<file path="src/rtl/plot_buffer.sv">
// plot_buffer: pixel FIFO between a drawing engine and a VGA adapter.
//
// Accepts one pixel per in_plot cycle, discards off-screen pixels (counted in
// clip_count), buffers up to DEPTH pixels and forwards them in order through a
// registered output stage whenever the adapter signals out_ready.
//
// Ports
//   clk, rst_n                    clock, asynchronous active-low reset
//   in_x/in_y/in_colour/in_plot   pixel input from the drawing engine
//   out_ready                     adapter can accept a write this cycle
//   flush                         synchronous discard of all buffered pixels
//   vga_x/vga_y/vga_colour/vga_plot  registered pixel write to the adapter
//   full                          FIFO holds DEPTH pixels
//   busy                          pixels buffered or a write in flight
//   overflow                      sticky: an on-screen pixel was dropped
//   clip_count                    saturating count of off-screen pixels
module plot_buffer #(
    parameter int unsigned DEPTH    = 8,
    parameter int unsigned SCREEN_W = 160,
    parameter int unsigned SCREEN_H = 120
) (
    input  logic       clk,
    input  logic       rst_n,
    input  logic [7:0] in_x,
    input  logic [6:0] in_y,
    input  logic [2:0] in_colour,
    input  logic       in_plot,
    input  logic       out_ready,
    input  logic       flush,
    output logic [7:0] vga_x,
    output logic [6:0] vga_y,
    output logic [2:0] vga_colour,
    output logic       vga_plot,
    output logic       full,
    output logic       busy,
    output logic       overflow,
    output logic [7:0] clip_count
);

    localparam int unsigned AW = $clog2(DEPTH);
    localparam int unsigned CW = $clog2(DEPTH) + 1;
    localparam logic [CW-1:0] DEPTH_C = CW'(DEPTH);
    localparam logic [8:0]    X_LIM   = 9'(SCREEN_W);
    localparam logic [7:0]    Y_LIM   = 8'(SCREEN_H);

    typedef enum logic [1:0] {
        EMPTY,
        FILLING,
        FULL
    } state_t;

    state_t          state_q, state_d;
    logic [CW-1:0]   count_q, count_d;
    logic [AW-1:0]   rd_ptr_q, rd_ptr_d;
    logic [AW-1:0]   wr_ptr_q, wr_ptr_d;
    logic            ovf_q, ovf_d;
    logic [7:0]      clip_q, clip_d;
    logic            vplot_q, vplot_d;
    logic [17:0]     pix_q, pix_d;
    logic [17:0]     mem_q [DEPTH];

    logic in_bounds, pop, push, lose, clip;

    always_comb begin
        in_bounds = ({1'b0, in_x} < X_LIM) && ({1'b0, in_y} < Y_LIM);
        pop       = (state_q != EMPTY) && out_ready && !flush;
        // A full FIFO still accepts when the head leaves in the same cycle.
        push      = in_plot && in_bounds && !flush && ((state_q != FULL) || pop);
        lose      = in_plot && in_bounds && !flush && (state_q == FULL) && !pop;
        clip      = in_plot && !in_bounds && !flush;

        count_d  = count_q;
        rd_ptr_d = rd_ptr_q;
        wr_ptr_d = wr_ptr_q;
        ovf_d    = ovf_q | lose;
        clip_d   = clip_q;
        vplot_d  = pop;
        pix_d    = pix_q;

        if (pop) begin
            rd_ptr_d = rd_ptr_q + AW'(1);
            pix_d    = mem_q[rd_ptr_q];
        end
        if (push) begin
            wr_ptr_d = wr_ptr_q + AW'(1);
        end
        case ({push, pop})
            2'b10:   count_d = count_q + CW'(1);
            2'b01:   count_d = count_q - CW'(1);
            default: count_d = count_q;
        endcase
        if (clip && (clip_q != 8'hFF)) begin
            clip_d = clip_q + 8'd1;
        end

        if (flush) begin
            count_d  = '0;
            rd_ptr_d = '0;
            wr_ptr_d = '0;
            ovf_d    = 1'b0;
            clip_d   = '0;
            vplot_d  = 1'b0;
        end

        if (count_d == '0) begin
            state_d = EMPTY;
        end else if (count_d == DEPTH_C) begin
            state_d = FULL;
        end else begin
            state_d = FILLING;
        end
    end

    always_ff @(posedge clk or negedge rst_n) begin
        if (!rst_n) begin
            state_q  <= EMPTY;
            count_q  <= '0;
            rd_ptr_q <= '0;
            wr_ptr_q <= '0;
            ovf_q    <= 1'b0;
            clip_q   <= '0;
            vplot_q  <= 1'b0;
            pix_q    <= '0;
        end else begin
            state_q  <= state_d;
            count_q  <= count_d;
            rd_ptr_q <= rd_ptr_d;
            wr_ptr_q <= wr_ptr_d;
            ovf_q    <= ovf_d;
            clip_q   <= clip_d;
            vplot_q  <= vplot_d;
            pix_q    <= pix_d;
        end
    end

    // Storage needs no reset: entries are only read after being written.
    always_ff @(posedge clk) begin
        if (push) begin
            mem_q[wr_ptr_q] <= {in_x, in_y, in_colour};
        end
    end

    assign vga_x      = pix_q[17:10];
    assign vga_y      = pix_q[9:3];
    assign vga_colour = pix_q[2:0];
    assign vga_plot   = vplot_q;
    assign full       = (count_q == DEPTH_C);
    assign busy       = (count_q != '0) || vplot_q;
    assign overflow   = ovf_q;
    assign clip_count = clip_q;

endmodule
</file>
<file path="config.mk">
export PLATFORM = sky130hd
export DESIGN_NAME = plot_buffer
export DESIGN_NICKNAME = d
export VERILOG_FILES = /design/src/rtl/plot_buffer.sv
export SDC_FILE = /design/constraint.sdc
export NUM_CORES = 1
export LEC_CHECK = 0
export BUFFER_PORTS_ARGS = -buffer_cell sky130_fd_sc_hd__buf_4
export CAP_MARGIN = 20
export CORE_MARGIN = 10
export CORE_UTILIZATION = 64
export DETAILED_ROUTE_END_ITERATION = 12
export PLACE_DENSITY = 0.84
export SLEW_MARGIN = 30
export SYNTH_ARGS = -nofsm -noshare
export SYNTH_HDL_FRONTEND = slang
export SYNTH_SLANG_ARGS = --single-unit
</file>
<file path="constraint.sdc">
create_clock -name clk -period 6 [get_ports clk]
set_input_delay 1.2 -clock clk [delete_from_list [all_inputs] [get_ports clk]]
set_output_delay 1.2 -clock clk [all_outputs]
set_load 0.02 [all_outputs]
</file>
# Yosys cells after proc, flatten, opt, wreduce, memory -nomap -nowiden
# Memories as Yosys holds them, arrays and structs flattened. A register that Yosys moved wholly into a read port is not among the register bits.
# Index checks and enable logic that the tools add are counted.
dict set report totals {
  reg_bits 22
  ramBits 144
  input_bits 23
  out_inout_bits 30
  word_cells 60
  memories 1
}
# memory words word_bits read_ports rd_clocked_by_memory_dff wr line
set mem_list {}
lappend mem_list {mem_q 8 18 1 1 1 60} ;# logic [17:0] mem_q [DEPTH];
dict set report classes {
  add_sub_neg 5
  magnitude_cmp 2
  n_eq_ne 7
  mux 14
  n_bitwise 1
  reduce_logical 23
}
# op n
set ops {}
lappend ops {{$mux 8} 2}
lappend ops {{$mux 3} 4}
lappend ops {{$logic_and 1x1->1} 11}
lappend ops {{$add 8x1->8 const B} 1}
lappend ops {{$eq 4x4->1 const B} 2}
lappend ops {{$lt 8x8->1 const B} 1}
lappend ops {{$ne 8x8->1 const B} 1}
lappend ops {{$pmux 4 s2} 1}
lappend ops {{$reduce_bool 2->1} 4}
lappend ops {{$lt 7x7->1 const B} 1}
lappend ops {{$add 3x1->3 const B} 2}
lappend ops {{$add 4x1->4 const B} 1}
lappend ops {{$eq 2x2->1 const B} 2}
lappend ops {{$logic_not 1->1} 4}
lappend ops {{$logic_not 4->1} 1}
lappend ops {{$mux 1} 4}
lappend ops {{$mux 2} 2}
lappend ops {{$mux 4} 1}
lappend ops {{$reduce_bool 4->1} 1}
lappend ops {{$sub 4x1->4 const B} 1}
lappend ops {{$eq 2x1->1 const B} 1}
lappend ops {{$logic_or 1x1->1} 2}
lappend ops {{$ne 2x2->1 const B} 1}
lappend ops {{$or 1x1->1} 1}

# Depth between registers and ports, before layout
# Gate-level depths: netlist of the first run.
dict set report depth {
  word_depth 11
  mapped_depth 11
  mapped_depth_nobuf 9
}

# Worst setup path before layout of the first run
# No wires, ideal clock.
dict set report synth_timing {
  path_kind {input-to-reg}
  start {input in_y[4]}
  end {memory mem_q[0][0], enable pin}
  setup_ns 0.416
  arrival_time_ns 3.391
  t_required_ns 5.584
  setup_slack_ns 2.194
  stages 5
  path_buffers 0
  cell_sequence {and4_4 > nor3_4 > nand2_1 > or2_2 > nor3_1}
}
dict set report synth_via {
  elab_chain_cells 7
}
# element line
set synth_lines {}
lappend synth_lines {{start: declaration} 25} ;# input logic [6:0] in_y,
lappend synth_lines {{$lt 7x7->1} 65} ;# in_bounds = ({1'b0, in_x} < X_LIM) && ({1'b0, in_y} < Y_LIM);
lappend synth_lines {{$logic_and 1x1->1} 65}
lappend synth_lines {{$logic_and 1x1->1 (3 in a row)} 68} ;# push = in_plot && in_bounds && !flush && ((state_q != FULL) || pop);
lappend synth_lines {{$mux 1} 138} ;# if (push) begin
lappend synth_lines {{$mux 1 (implied by the code)} 139} ;# mem_q[wr_ptr_q] <= {in_x, in_y, in_colour};
lappend synth_lines {{end: declaration} 60}
# Every way passes these cells.

# Worst setup path after layout of the first run
dict set report layout_timing {
  start {input flush}
  end {memory mem_q[4][3], enable pin}
}
dict set report layout_via {
  elab_chain_cells 6
}
# element line
set layout_lines {}
lappend layout_lines {{start: declaration} 29} ;# input logic flush,
lappend layout_lines {{$logic_not 1->1 *} {66, 68}}
lappend layout_lines {{$logic_and 1x1->1} 66} ;# pop = (state_q != EMPTY) && out_ready && !flush;
lappend layout_lines {{$logic_or 1x1->1} 68}
lappend layout_lines {{$logic_and 1x1->1 *} 68}
lappend layout_lines {{$mux 1 *} 138}
lappend layout_lines {{$mux 1 (implied by the code) *} 139}
# Every way passes the cells marked *; elsewhere a longest branch is shown, timed or not.

==> results of run 1 <==
[report_power, final]
group          internal (mW)  total (mW)  switching [mW]
registers               1.45        1.49          0.0436
logic                  0.173       0.391           0.218
clock network          0.599        1.05           0.450
[worst min-delay path, stage by stage, from the launching register on]
cell and delay (ns):
dfrtp_1 0.35, nand2_1 0.05, o21ai_0 0.06
[kinds of logic (layout without fill, tap and decap cells)]
kind of cell,after synthesis,after routing,synth area share
AO/OA/AOI/OAI,31,31,0.0256
XOR/XNOR,11,11,0.0133
adder cells (fa/ha/maj),6,6,0.0114
buffers and inverters,22,101,0.0142
flip-flops,184,184,0.736
multiplexers,60,60,0.146
AND/OR/NAND/NOR,80,80,0.0534
[final cells by class]
type	instances	area [sq um]
Fill cell	597	2550
Clock buffer	24	472
Multi-Input combinational cell	188	1820
Tap cell	140	175
Inverter	5	18.8
Sequential cell	184	5330
Timing Repair Buffer	64	480
Clock inverter	8	88.8
[path summary, 6_finish.rpt]
path	from	end	slack (ns)	cells past startpoint
max in group asynchronous	rst_n	rd_ptr_q[0]$_DFFE_PN0P_	4.83	1
hold reg to reg	pix_q[8]$_DFFE_PN0N_	pix_q[8]$_DFFE_PN0N_	0.49	2
hold / removal	pix_q[8]$_DFFE_PN0N_	pix_q[8]$_DFFE_PN0N_	0.49	2
setup reg to reg	state_q[1]$_DFF_PN0_	state_q[1]$_DFF_PN0_	3.31	10
setup / recovery	flush	mem_q[4][3]$_DFFE_PP_	2.60	7
min in group asynchronous	rst_n	clip_count[6]$_DFFE_PN0P_	0.77	1
[metal layers]
layer / up-vias / track usage / share of wire
li1: 1663 / - / -
met1: 1931 / 0.212 / 0.37
met2: 132 / 0.307 / 0.54
met3: 26 / 0.0479 / 0.070
met4: 0 / 0.0965 / 0.021
met5: - / 0 / 0
[flip-flops by register name, indices dropped and copies added (netlist names)]
signal      cells
pix_q          18
overflow        1
rd_ptr_q        3
clip_count      8
mem_q         144
state_q         2
wr_ptr_q        3
vga_plot        1
count_q         4
[per-stage QoR]
stage	instances	hold WS, ns
after floorplan	394	0.516
after global placement	581	0.463
after detailed placement	581	0.481
after CTS	613	0.497
after global routing	613	0.518
final	613	0.493
[placed cells by master (no fill, tap or decap), types with 4 or more instances in the layout]
cell type and instances:
o21ai_0 19, a21oi_1 4, xnor2_1 7, ha_1 5, nand3_1 6, xor2_1 4
buf_4 64, nor2_1 25, inv_1 5, clkbuf_1 5, mux4_2 36, dfrtp_1 39
nand2_1 26, nor3_1 5, mux2i_1 22, clkbuf_16 17, edfxtp_1 144
==> results.ini, run 1 <==
[worst_setup_path]
critical_path.max_fanout = 21
cp_slowest_cell = nor2_1
path_cells = buf_4 > nand2b_4 > nor3_4 > nand2_1 > or2_2 > nor2_1 > buf_4
worstSetupEndpointType = register
cpMostUsedCell = buf_4
critPathBufInv = 2
cp_slowest_stage_delay_ns = 0.72
required_ns = 6.13
path_class = input pin to register
arrival_ns = 3.52
crit_path_start_kind = input pin
crit_family = simple AND/OR/NAND/NOR gates

[place]
place_area_sq_um = 7820
gp_congestion = 0.763
dpl.hpwl_mm = 8.76
port_buffers = 52
pre_cts_slack_ns = 2.21

[floorplan]
die-height_um = 126
rows = 38
dieArea_sq_um = 16000
start_util = 0.662
core_sq_um = 10900
io_pins = 53
die_x_um = 126

[power]
p_leak_nw = 2.99
peakVddDrop_mv = 0.277
power_mw = 2.93
pwr_density_cell_nw_per_um2 = 350

[clocking]
htree_num_levels = 4
hold_buffers = 0
cts.path.max_buffers = 2
cts_buffers = 17
cts_sinks = 184
clk_pin_slew_ns = 0.06
clkLatencyLatePin_ns = 0.43
cts_root_buf = clkbuf_16
post_cts_buffers = 0
cts_tree = yes
post_cts_resized = 0

[timing]
fmax_ghz = 0.294
finalCritPeriodShare = 0.566
timing.final.ws_setup_ns = 2.60
report.final.hold_viol_count = 0
finalMaxSlewViolations = 0
fin_worst_skew_ns = 0.0120
rsz0062_at_grt = no
fin_crit_ns = 3.40
finalSetupViolations = 0
worst_pin_slew_ns = 0.911
tns_ns = 0
slew_headroom = 0.391

[routing]
vias = 3752
wl_per_cell_um = 23.0
totalWireLength_mm = 14.1
dr.pass1.iters = 4
via_per_inst = 6.12
drt_iter0_markers = 365
ant_nets = 0
drc_errors = 0

[finish]
drive_above_1_share = 0.294
final_area_sq_um = 8380
utilization = 0.766
fin_nets = 489
diodes = 0
synthToLayoutAreaGrowth_pct = 15.8

[synth]
synth_top_cell_area_share = 0.597
ys_seq_area_frac = 0.736
yosysMostFrequentCell = edfxtp_1
yosys.area.top_type = edfxtp_1
syn_inst = 394
postSynthAreaPerCell_sq_um = 18.4
synth-edff-count = 144
ys_types = 38
synth_flop_cell = edfxtp_1
synth_common_cells = edfxtp_1, dfrtp_1, mux4_2
ys_async_sr_fraction = 0.217
ys_ff_latch = 184
synth_area_sq_um = 7240
syn-num-nets = 423
ys_warn_count = 0
synth.area.top_cells = edfxtp_1, dfrtp_1, mux4_2

[grt]
grtUsageTotal = 0.183
grt_pass1_vias = 4012
antenna_found_initial = 0
grt_pass1_wl_mm = 22.3
grt_max_degree = 41
grt_overflow_total = 0

[outcome]
status = complete, no violations

[run]
cap_violations = 0

[hold_path]
hold_path.class = register to register

(Power assumes the default switching activity.)
==> run 2, diff against run 1 <==
- CORE_UTILIZATION: 64 -> 54
- PLACE_DENSITY: 0.84 -> 0.76
- clock period: 6 -> 3.1 ns (I/O delays scaled with it)
==> run 2 against run 1 <==
Net effect: sequential power grew 94%; total power grew 98%; non-clock buffer count rose by 8; final area up 1.8%; flip-flop and latch count unchanged; count of clock-buffer cells in the layout is 4 lower; register-to-register slack lost 2.4 ns; first-iteration DRC count shrank 16%; clock power grew 110%; critical path depth increased by 2; via count shrank 0.21%; critical endpoint is now state_q[1]$_DFF_PN0_; largest power group unchanged.
==> results.ini, run 2 (synthesis results as in run 1) <==
[clocking]
clk_pin_slew_ns = 0.07  ; about the same
hold_buffers = 0  ; unchanged
post_cts_buffers = 0  ; unchanged
htree_num_levels = 4  ; unchanged
cts_buffers = 17  ; unchanged
cts_root_buf = clkbuf_16
cts_tree = yes
cts_sinks = 184  ; unchanged
cts.path.max_buffers = 2  ; unchanged
clkLatencyLatePin_ns = 0.44  ; about the same
post_cts_resized = 0  ; unchanged

[power]
pwr_density_cell_nw_per_um2 = 681  ; +95%
peakVddDrop_mv = 0.445  ; +61%
p_leak_nw = 3.05  ; +2.0%

[floorplan]
io_pins = 53  ; unchanged
die_x_um = 136  ; +7.5%
dieArea_sq_um = 18400  ; +15%
rows = 42  ; +11%
start_util = 0.549  ; -0.113
die-height_um = 136  ; +7.5%
core_sq_um = 13200  ; +21%

[place]
port_buffers = 52  ; unchanged
gp_congestion = 0.754  ; -1.2%
place_area_sq_um = 7940  ; +1.5%
dpl.hpwl_mm = 8.91  ; +1.7%

[finish]
mostFrequentLayoutCells = edfxtp_1, buf_4, dfrtp_1
diodes = 0  ; unchanged
synthToLayoutAreaGrowth_pct = 17.9
largest_register_ffs = 144  ; unchanged
fin_nets = 497  ; +1.6%
regMostFlops = mem_q
drive_above_1_share = 0.310  ; +0.0159
final_area_sq_um = 8530  ; +1.8%
final_common_cell = edfxtp_1

[grt]
grtUsageTotal = 0.161  ; -0.0213
grt_max_degree = 41  ; unchanged
grt_pass1_wl_mm = 22.0  ; -1.3%
grt_overflow_total = 0  ; unchanged
grt_pass1_vias = 3905  ; -2.7%
antenna_found_initial = 0  ; unchanged

[timing]
finalSetupViolations = 0  ; unchanged
fmax_ghz = 0.448
report.final.hold_viol_count = 0  ; unchanged
fin_worst_skew_ns = 0.00937  ; -0.00263 ns
rsz0062_at_grt = no
worst_hold_slack_ns = 0.167  ; -0.326 ns
slew_headroom = 0.626  ; +0.236
worst_pin_slew_ns = 0.560  ; -0.350 ns
tns_ns = 0  ; unchanged
finalMaxSlewViolations = 0  ; unchanged
finalCritPeriodShare = 0.720
fin_crit_ns = 2.23

[worst_setup_path]
critical_path.max_fanout = 5  ; -76%
r2r-start = state_q[1]$_DFF_PN0_
reg2reg_to = state_q[1]$_DFF_PN0_
required_ns = 3.46  ; -2.67 ns
crit_path_start_kind = register
r2r_setup_slack_ns = 0.87  ; -2.44 ns
rr_worst_depth = 9  ; -1
worstSetupEndpointType = register
path_class = register to register
arrival_ns = 2.60  ; -0.92 ns

[outcome]
status = complete, no violations

[run]
cap_violations = 0  ; unchanged

[routing]
vias = 3744  ; -0.21%
via_per_inst = 5.70  ; -6.9%
totalWireLength_mm = 14.2  ; +0.53%
drt_iter0_markers = 307  ; -16%
drc_errors = 0  ; unchanged
ant_nets = 0  ; unchanged
dr.pass1.iters = 4  ; unchanged
wl_per_cell_um = 21.6  ; -6.2%

[hold_path]
hold_path.class = input pin to asynchronous set/reset pin

-- run 2: changes by cell type in the layout (fill, tap and decap cells not counted), moves of 2 or more --
cell / before / now
buf_4: 64 / 71
clkbuf_1: 5 / 2
clkinv_4: 3 / 0
bufinv_16: 1 / 3
clkinv_2: 1 / 3
clkinvlp_4: 1 / 3
-- run 2: worst max-delay path: stages, from the launching register on --
cell	delay [ns]
dfrtp_1	0.39
o21ai_2	0.31
nand2b_1	0.18
nor2_1	0.09
ha_1	0.29
a21o_1	0.10
a21oi_1	0.07
or3b_1	0.41
a21o_1	0.21
a21boi_1	0.12
-- run 2: worst max-delay path by stage --
| stage | end | slack [ns] | start |
|---|---|---|---|
| floorplan | mem_q[1][0]$_DFFE_PP_ | 0.12 | in_y[4] |
| detailed placement | state_q[1]$_DFF_PN0_ | 0.55 | flush |
| finish | state_q[1]$_DFF_PN0_ | 0.87 | state_q[1]$_DFF_PN0_ |
| global placement | state_q[1]$_DFF_PN0_ | 0.60 | flush |
| CTS | state_q[1]$_DFF_PN0_ | 0.86 | state_q[1]$_DFF_PN0_ |
| global route | state_q[1]$_DFF_PN0_ | 0.73 | state_q[1]$_DFF_PN0_ |
-- run 2: metrics by stage --
step | utilization | power, mW | setup slack (ns) | instances
after global routing | 0.647 | 6.03 | 0.734 | 657
after floorplan | - | 3.37 | 0.120 | 394
final | 0.647 | 5.82 | 0.867 | 657
after global placement | 0.602 | 3.68 | 0.602 | 625
after detailed placement | 0.602 | 3.71 | 0.547 | 625
after CTS | 0.647 | 5.86 | 0.860 | 657
-- run 2: routing by layer --
layer	GRT usage	routed length, um	share of wire	vias up
met5	0	0	0	-
met4	0.0640	288	0.020	0
met3	0.0568	939	0.066	24
met2	0.257	7170	0.51	116
met1	0.198	5800	0.41	1928
li1	-	-	-	1676
-- run 2: final cells by class --
cell class / instances / area, sq um
Sequential cell: 184 / 5330
Fill cell: 875 / 4660
Tap cell: 176 / 220
Clock inverter: 12 / 149
Timing Repair Buffer: 72 / 553
Inverter: 5 / 18.8
Multi-Input combinational cell: 188 / 1820
Clock buffer: 20 / 447
-- run 2: report_power, final --
group,switching [mW],internal (mW)
Sequential,0.0906,2.80
Clock,0.880,1.29
Combinational,0.416,0.344
==> run 3, diff against run 2 <==
- ABC_AREA: unset -> 1
- CORE_UTILIZATION: 54 -> 60
- PLACE_DENSITY: 0.76 -> 0.79
- clock period: 3.1 -> 2.1 ns (I/O delays scaled with it)
==> run 3 against run 2 <==
Net effect: count of clock-buffer cells in the layout decreased by 1; die area decreased by 6.8%; sequential power increased by 49%; via count increased by 35%; critical path depth increased by 4; fmax increased by 15%; flip-flop and latch count unchanged; area after synthesis increased by 2.3%; critical endpoint unchanged; routed wire length increased by 17%; sequential share of layout area decreased by 2.2 points; worst setup slack got worse by 0.71 ns; combinational power increased by 99%.
==> results.ini, run 3 <==
[outcome]
status = complete, no violations

[power]
pwr-share-clk = 0.352  ; -0.020
p_seq_frac = 0.480  ; -0.017
switchingPower_mw = 2.41  ; +74%
peakVddDrop_mv = 0.775  ; +74%
pwr_density_cell_nw_per_um2 = 1010  ; +49%
power.internal_mw = 6.54  ; +48%
p_comb_frac = 0.168  ; +0.037
power_mw = 8.96  ; +54%
p_leak_nw = 3.45  ; +13%
swShare = 0.270  ; +0.0310

[grt]
antenna_found_initial = 0  ; unchanged
grt_pass1_vias = 5173  ; +32%
grt_overflow_total = 0  ; unchanged
grt_pass1_wl_mm = 26.6  ; +21%
grtUsageTotal = 0.208  ; +0.0465
grt_max_degree = 41  ; unchanged

[clocking]
cts_sinks = 184  ; unchanged
clk_pin_slew_ns = 0.07  ; about the same
clkLatencyLatePin_ns = 0.44  ; about the same
cts_root_buf = clkbuf_16
cts_buffers = 17  ; unchanged
cts.path.max_buffers = 2  ; unchanged
htree_num_levels = 4  ; unchanged
cts_tree = yes

[run]
cap_violations = 0  ; unchanged

[finish]
fillers = 762  ; -13%
diodes = 0  ; unchanged
largest_register_ffs = 144  ; unchanged
synthToLayoutAreaGrowth_pct = 19.4
layoutNonFillerInstCount = 868  ; +32%
mostFrequentLayoutCells = edfxtp_1, nor2_1, buf_4
fin_nets = 716  ; +44%
drive_above_1_share = 0.213  ; -0.0969
final_common_cell = edfxtp_1
utilization = 0.733  ; +0.0859
regMostFlops = mem_q

[synth]
yosysMostFrequentCell = edfxtp_1
ys_seq_area_frac = 0.719  ; -0.0163
postSynthAreaPerCell_sq_um = 12.3  ; -33%
synth_top_cell_area_share = 0.584  ; -0.0132
yosys.area.top_type = edfxtp_1
ys_async_sr_fraction = 0.217  ; unchanged
synth-edff-count = 144  ; unchanged
syn-num-nets = 631  ; +49%
synth.area.top_cells = edfxtp_1, dfrtp_1, o21ai_0
syn_inst = 602  ; +53%
ys_types = 34  ; -11%
synth_area_sq_um = 7400  ; +2.3%
synth_flop_cell = edfxtp_1
ys_warn_count = 0  ; unchanged
ys_ff_latch = 184  ; unchanged
synth_common_cells = edfxtp_1, nor2_1, o21ai_0

[routing]
drc_errors = 0  ; unchanged
wl_per_cell_um = 19.2  ; -11%
routed.top_layer = met4
vias = 5070  ; +35%
wl_met2_mm = 8.16  ; +14%
ant_nets = 0  ; unchanged
drt_iter0_markers = 538  ; +75%
dr.pass1.iters = 5  ; +1
route.met3.wl_mm = 1.34  ; +43%
wl_met1_mm = 6.72  ; +16%
totalWireLength_mm = 16.7  ; +17%
via_per_inst = 5.84  ; +2.5%

[timing]
report.final.hold_viol_count = 0  ; unchanged
timing.final.ws_setup_ns = 0.162  ; -0.705 ns
finalSetupViolations = 0  ; unchanged
fmax_ghz = 0.516  ; +15%
worst_pin_slew_ns = 0.562  ; +0.00148 ns
slew_headroom = 0.625  ; -0.000985
worst_hold_slack_ns = 0.212  ; +0.0444 ns
finalCritPeriodShare = 0.923  ; +0.203
finalMaxSlewViolations = 0  ; unchanged
fin_crit_ns = 1.94  ; -0.295 ns
fin_worst_skew_ns = 0.0104  ; +0.00107 ns

[floorplan]
dieArea_sq_um = 17200  ; -6.8%
rows = 40  ; -4.8%
die_x_um = 131  ; -3.5%
start_util = 0.614  ; +0.0649
core_sq_um = 12100  ; -8.6%
io_pins = 53  ; unchanged
die-height_um = 131  ; -3.5%

[worst_setup_path]
worstSetupEndpointType = register
arrival_ns = 2.30  ; -0.30 ns
critical_path.max_fanout = 4  ; -1
required_ns = 2.46  ; -1.00 ns
crit_path_start_kind = register
path_class = register to register

[place]
placed_cells = 834  ; +33%
gp_congestion = 0.852  ; +13%
dpl.hpwl_mm = 10.5  ; +18%
port_buffers = 52  ; unchanged
pre_cts_slack_ns = -0.174  ; -0.721 ns

[hold_path]
hold_path.class = input pin to register

==> run 3: changes by cell type in the layout (fill, tap and decap cells not counted), sizes merged, moves of 11 or more <==
cell / change
nor2: +75
o21ai: +64
nand2: +48
mux4: -36
inv: +29
buf: +25
mux2i: -23
o211ai: +18
o22ai: +18
o221ai: +17
nand3: +11
==> run 3: worst paths after layout <==
| check | start | endpoint | slack (ns) | cells past startpoint |
|---|---|---|---|---|
| setup reg to reg | state_q[0]$_DFF_PN0_ | state_q[1]$_DFF_PN0_ | 0.16 | 13 |
| hold reg to reg | pix_q[5]$_DFFE_PN0N_ | pix_q[5]$_DFFE_PN0N_ | 0.49 | 2 |
| max in group asynchronous | rst_n | rd_ptr_q[0]$_DFFE_PN0P_ | 1.17 | 2 |
| setup / recovery | state_q[0]$_DFF_PN0_ | state_q[1]$_DFF_PN0_ | 0.16 | 13 |
| hold / removal | in_x[2] | mem_q[7][12]$_DFFE_PP_ | 0.21 | 1 |
| min in group asynchronous | rst_n | pix_q[6]$_DFFE_PN0N_ | 0.53 | 2 |
==> run 3: area by class of cell <==
type	count	area [sq um]	area share
clock buffers	19	443	0.0501
clock inverters	13	141	0.0160
inverters	32	120	0.0136
multi-input cells	354	1820	0.206
flip-flops and latches	184	5330	0.603
well taps	168	210	0.0238
repair buffers	98	776	0.0878
==> run 3: per-stage QoR <==
stage               TNS, ns  cell area [sq um]
finish                    0               8840
global route        -0.0235               8840
CTS                       0               8820
detailed placement    -1.90               8220
global placement     -0.157               8220
floorplan            -25.86               7400
==> run 3: cell families (layout without fill, tap and decap cells) <==
group                    Yosys count  after routing  synth area share
AO/OA/AOI/OAI                    148            148             0.119
buffers and inverters             64            162            0.0363
AND/OR/NAND/NOR                  198            198             0.112
flip-flops                       184            184             0.719
XOR/XNOR                           2              2           0.00237
adder cells (fa/ha/maj)            6              6            0.0112
==> run 3: power groups by stage <==
stage               clock, mW  sequential [mW]  combinational (mW)
detailed placement          0             4.37                1.51
global placement            0             4.36                1.45
floorplan                   0             4.58               0.630
global route             3.35             4.33                1.67
finish                   3.15             4.30                1.51
CTS                      3.18             4.30                1.51
==> run 3: what timing repair did <==
item | in CTS | in global routing
setup endpoints to repair | 0 | 4
endpoints found under the hold margin | 13 | 0
setup buffers | 0 | 1
hold buffers | 1 | 0
resized for setup | 0 | 4
==> run 3: worst max-delay path: stages, from the launching register on <==
cell,delay (ns)
dfrtp_1,0.38
inv_2,0.08
nand2_2,0.07
nand3_2,0.11
inv_2,0.05
nand2_2,0.07
inv_2,0.06
buf_4,0.13
fa_1,0.38
xnor2_1,0.17
nand2_1,0.07
nand3_1,0.10
nand3_2,0.09
nor2_1,0.09
==> run 3: per-layer routing <==
metal / vias to the layer above / global-route usage
met5: - / 0
met4: 0 / 0.111
met3: 37 / 0.0434
met2: 229 / 0.332
met1: 2468 / 0.263
li1: 2336 / -
